File: config.mk
export PLATFORM = sky130hd
export DESIGN_NAME = cpu_control_sequencer
export DESIGN_NICKNAME = d
export VERILOG_FILES = /design/src/rtl/cpu_control_sequencer.sv
export SDC_FILE = /design/constraint.sdc
export NUM_CORES = 1
export LEC_CHECK = 0
export ABC_CLOCK_PERIOD_IN_PS = 1690
export CAP_MARGIN = 0
export CORE_ASPECT_RATIO = 0.7
export CORE_UTILIZATION = 34
export DETAILED_ROUTE_END_ITERATION = 8
export GPL_TIMING_DRIVEN = 1
export PLACE_DENSITY = 0.77
export SLEW_MARGIN = 0
export SYNTH_ARGS = -nofsm -noshare
export SYNTH_HDL_FRONTEND = slang
export SYNTH_SLANG_ARGS = --single-unit
File: constraint.sdc
create_clock -name clock -period 1.69 [get_ports clock]
set_input_delay 0.169 -clock clock [delete_from_list [all_inputs] [get_ports clock]]
set_output_delay 0.169 -clock clock [all_outputs]
set_load 0.03 [all_outputs]
File: src/rtl/cpu_control_sequencer.sv
// Multi-cycle control sequencer: fetches into the IR, walks the decoder bank's
// execute states via next_state, stalls data-memory words on dmem_ready.
module cpu_control_sequencer #(
  parameter logic [5:0] HALT_OP = 6'h3F,
  parameter int         CW_W    = 33
) (
  input  logic            clock,
  input  logic            reset,
  input  logic [31:0]     imem_data,
  input  logic            imem_ready,
  output logic            imem_req,
  output logic [31:0]     ir,
  output logic [1:0]      state,
  input  logic [CW_W-1:0] cw_in,
  input  logic            dmem_ready,
  output logic [CW_W-1:0] cw_out,
  input  logic [4:0]      status_in,
  output logic [4:0]      status,
  output logic            halted,
  output logic [15:0]     retired
);

  localparam int RF_W_BIT      = 9;
  localparam int RAM_EN_BIT    = 8;
  localparam int RAM_W_BIT     = 7;
  localparam int PC_EN_BIT     = 6;
  localparam int STATUS_LD_BIT = 2;

  // alu_bs=1, alu_fs=11111, rf_sa/sb/da=31, everything else 0
  localparam logic [CW_W-1:0] NOP_CW =
    {1'b0, 1'b1, 5'h1F, 1'b0, 5'd31, 5'd31, 5'd31, 10'd0};

  typedef enum logic [1:0] {
    FETCH = 2'd0,
    EXEC  = 2'd1,
    HALT  = 2'd2
  } fsm_t;

  fsm_t        fsm_q, fsm_d;
  logic [31:0] ir_q, ir_d;
  logic [1:0]  state_q, state_d;
  logic [4:0]  status_q, status_d;
  logic [15:0] retired_q, retired_d;
  logic        halted_q, halted_d;

  logic            mem_access;
  logic            commit;
  logic [CW_W-1:0] cw_stall;

  always_comb begin
    mem_access = cw_in[RAM_EN_BIT] | cw_in[RAM_W_BIT];
    commit     = ~mem_access | dmem_ready;
  end

  // A stalled word keeps the memory strobes alive but suppresses every
  // architectural side effect until the commit cycle.
  always_comb begin
    cw_stall                = cw_in;
    cw_stall[RF_W_BIT]      = 1'b0;
    cw_stall[PC_EN_BIT]     = 1'b0;
    cw_stall[STATUS_LD_BIT] = 1'b0;
  end

  always_comb begin
    fsm_d     = fsm_q;
    ir_d      = ir_q;
    state_d   = state_q;
    status_d  = status_q;
    retired_d = retired_q;
    halted_d  = halted_q;
    case (fsm_q)
      FETCH: begin
        if (imem_ready) begin
          ir_d    = imem_data;
          state_d = 2'd0;
          if (imem_data[31:26] == HALT_OP) begin
            fsm_d    = HALT;
            halted_d = 1'b1;
          end else begin
            fsm_d = EXEC;
          end
        end
      end
      EXEC: begin
        if (commit) begin
          if (cw_in[STATUS_LD_BIT]) begin
            status_d = status_in;
          end
          state_d = cw_in[1:0];
          if (cw_in[1:0] == 2'd0) begin
            fsm_d     = FETCH;
            retired_d = retired_q + 16'd1;
          end
        end
      end
      HALT: begin
        halted_d = 1'b1;
      end
      default: begin
        fsm_d = FETCH;
      end
    endcase
  end

  always_ff @(posedge clock or posedge reset) begin
    if (reset) begin
      fsm_q     <= FETCH;
      ir_q      <= 32'd0;
      state_q   <= 2'd0;
      status_q  <= 5'd0;
      retired_q <= 16'd0;
      halted_q  <= 1'b0;
    end else begin
      fsm_q     <= fsm_d;
      ir_q      <= ir_d;
      state_q   <= state_d;
      status_q  <= status_d;
      retired_q <= retired_d;
      halted_q  <= halted_d;
    end
  end

  // Datapath word is combinational so a stall or reset takes effect in-cycle.
  always_comb begin
    cw_out   = NOP_CW;
    imem_req = 1'b0;
    case (fsm_q)
      FETCH: imem_req = 1'b1;
      EXEC:  cw_out   = commit ? cw_in : cw_stall;
      default: begin
        cw_out   = NOP_CW;
        imem_req = 1'b0;
      end
    endcase
  end

  assign ir      = ir_q;
  assign state   = state_q;
  assign status  = status_q;
  assign retired = retired_q;
  assign halted  = halted_q;

endmodule

==> run summary <==
R2r startpoint - fsm_q[0]$_DFFE_PP0P_
Clk slew on worst S/H paths - 0.05 ns
Clock Skew - 0.00599 ns
Flop pwr share - 0.320
DR vias - 2,169
Max_slew headroom - 0.746
Area share of the largest cell type after synthesis - 0.534
CTS Hold Bufs - 0
Clock Sinks - 58
Largest cells by area after synthesis - dfrtp_1, mux2_4, nand2b_1, xnor2_1, mux2_1
DRT iter0 DRCs - 34
Largest net degree at the start of global routing - 36
HPWL after DPL - 5490 um
RSZ-0062 raised after global routing - no
Core Region - 0.00751 sq mm
Routed wire per std cell - 14.8 um
Max VDD drop - 0.000753 V
Leak pwr - 0.00218 uW
DRT Wirelength - 7210 um
Crit path kind - reg2out
Initial antenna violation count - 0
Gr usage total - 0.184
Cell with the most instances after synthesis - dfrtp_1
Status - complete, no violations
Layout area overhead - 78.4%
Root buffer cell - clkbuf_16
R2R setup slack - 0.19 ns
DR vias/cell - 4.44
Req. time, crit path - 1.52 ns
Int Pwr - 4060 uW
Area leader, netlist - dfrtp_1
Fin nets - 462
Power Density - 1270 mW/mm^2
Syn Nets - 281
Distinct cell type count after synthesis - 33
Initial Util - 0.362
Seq/Total Area, Yosys - 0.534
# DRC - 0
Top post-synthesis cells by count - dfrtp_1, mux2_4, nand2b_1
Antenna cells - 0
Layout cells sized above 1 - 0.263
Die W - 109 um
Worst slew pin tran - 0.381 ns
Clk Latency, worst-skew pair - 0.31 ns
Fin cells - 489
Critical path arrival - 1.46 ns
Die Area - 0.00836 sq mm
Reg2reg end - ir[13]$_DFFE_PP0P_
Fin crit share - 0.964
H-Tree Depth - 3
Final setup violating endpoints - 0
Min-Delay Path Class - in2async
EDFF count, synth - 0
IO Pins - 164
Post-route ant nets - 0
Cell count after placement - 472
Max Freq - 614 MHz
Synth Cell Area - 0.00272 sq mm
Final critical-path required period - 1.63 ns
FFs w/ async S/R, synth - 1.00
Final slew viol count - 0
Max Root-Sink Buffers - 2
FF+latch count, synth - 58
Synth Flop Type - dfrtp_1
R2R cell count - 5
Die height - 76.8 um
Layout Utilization - 0.645
Net Switching - 2080 uW
Crit start category - register
Total gr overflow - 0
Max Cap Violations - 0
Post-route setup TNS - 0 ns
Final setup margin - 0.0605 ns
Crit. End Element - output port
CP Max Fanout - 17
First-pass GRT wire length - 11,800 um
Vias in the first global route - 2,315
Post-Syn Instances - 206
Global placement routability congestion - 0.713
Clock power share - 0.263
CTS tree - done
Port Buf Inserts - 163
Synth Area per Inst - 13.2 sq um
Power share of the combinational group - 0.417
Final Hold Fails - 0
CTS buffer count - 9
Switching portion of total power - 0.339
DR pass1 iterations - 3
Warnings from Yosys - 0
Cell Rows - 26
Pre-CTS setup slack - -0.0204 ns
Final hold slack - 0.233 ns
[power by group through the flow]
| stage | registers (uW) | clock network (uW) | logic, uW |
|---|---|---|---|
| after floorplan | 2630 | 0 | 758 |
| after global placement | 1970 | 0 | 2540 |
| after detailed placement | 1970 | 0 | 2580 |
| after CTS | 1970 | 1670 | 2570 |
| after global routing | 2020 | 1730 | 2680 |
| final | 1970 | 1610 | 2560 |
[layer usage]
metal | track usage | vias up | part of all wire
li1 | - | 1073 | -
met1 | 0.231 | 1028 | 0.44
met2 | 0.303 | 60 | 0.49
met3 | 0.0612 | 8 | 0.056
met4 | 0.0500 | 0 | 0.0089
met5 | 0 | - | 0
[repair_timing]
action                     CTS  global route
setup endpoints to repair   22             5
cloned                       0             1
pin swaps                    1             0
buffers inserted             1             0
resized for setup           62             2
[final cells by class]
class | instances | area (sq um)
clock buffers | 12 | 256
clock inverters | 3 | 15.0
fillers | 610 | 2670
inverters | 5 | 18.8
multi-input cells | 136 | 1200
flip-flops and latches | 58 | 1450
well taps | 98 | 123
repair buffers | 177 | 1790
[registers in the layout, summed over array words and instances, names as in the netlist]
register	flops
fsm_q	2
halted	1
ir	32
retired	16
state	2
status	5
[worst max-delay path, cell delays in order, from the launching register on]
cell and delay (ns):
dfrtp_1 0.36, and2b_2 0.27, clkbuf_16 0.18, nand2b_1 0.06
clkdlybuf4s15_2 0.28
[how the worst max path moves through the flow]
stage / start / endpoint / slack [ns] / depth (start not counted)
floorplan: fsm_q[0]$_DFFE_PP0P_ / ir[0]$_DFFE_PP0P_ / 0.06 / 5
global placement: cw_in[7] / status[1]$_DFFE_PP0P_ / 0.04 / 5
detailed placement: cw_in[7] / status[1]$_DFFE_PP0P_ / -0.02 / 5
CTS: fsm_q[1]$_DFFE_PP0P_ / cw_out[22] / 0.04 / 4
global route: fsm_q[0]$_DFFE_PP0P_ / cw_out[12] / 0.007 / 4
finish: fsm_q[1]$_DFFE_PP0P_ / cw_out[16] / 0.06 / 4
[stage by stage]
| step | cell area, sq um | power (uW) |
|---|---|---|
| 6_report | 4850 | 6140 |
| 4_1_cts | 4820 | 6210 |
| 3_5_place_dp | 4510 | 4550 |
| 3_3_place_gp | 4510 | 4520 |
| 2_1_floorplan | 2720 | 3390 |
| 5_1_grt | 4850 | 6440 |
[cells in the final DEF (no fill, tap or decap), drive strengths merged, types with 3 or more instances in the layout]
cell	count
and2	10
and3	3
and4	4
buf	26
clkbuf	13
clkdlybuf4s15	20
clkdlybuf4s50	128
clkinv	3
dfrtp	58
inv	5
mux2	38
nand2	8
nand2b	21
nand3	4
nand4	5
nor2	9
nor3	3
xnor2	9
xor2	6
[cells by family (layout without fill, tap and decap cells)]
logic type / count (synthesis) / in the layout / synth area share
adder cells (fa/ha/maj): 1 / 1 / 0.00460
AO/OA/AOI/OAI: 10 / 10 / 0.0267
buffers and inverters: 12 / 197 / 0.0276
flip-flops: 58 / 58 / 0.534
multiplexers: 38 / 38 / 0.199
AND/OR/NAND/NOR: 72 / 72 / 0.160
XOR/XNOR: 15 / 15 / 0.0483
Power figures use the tool's default switching activity.
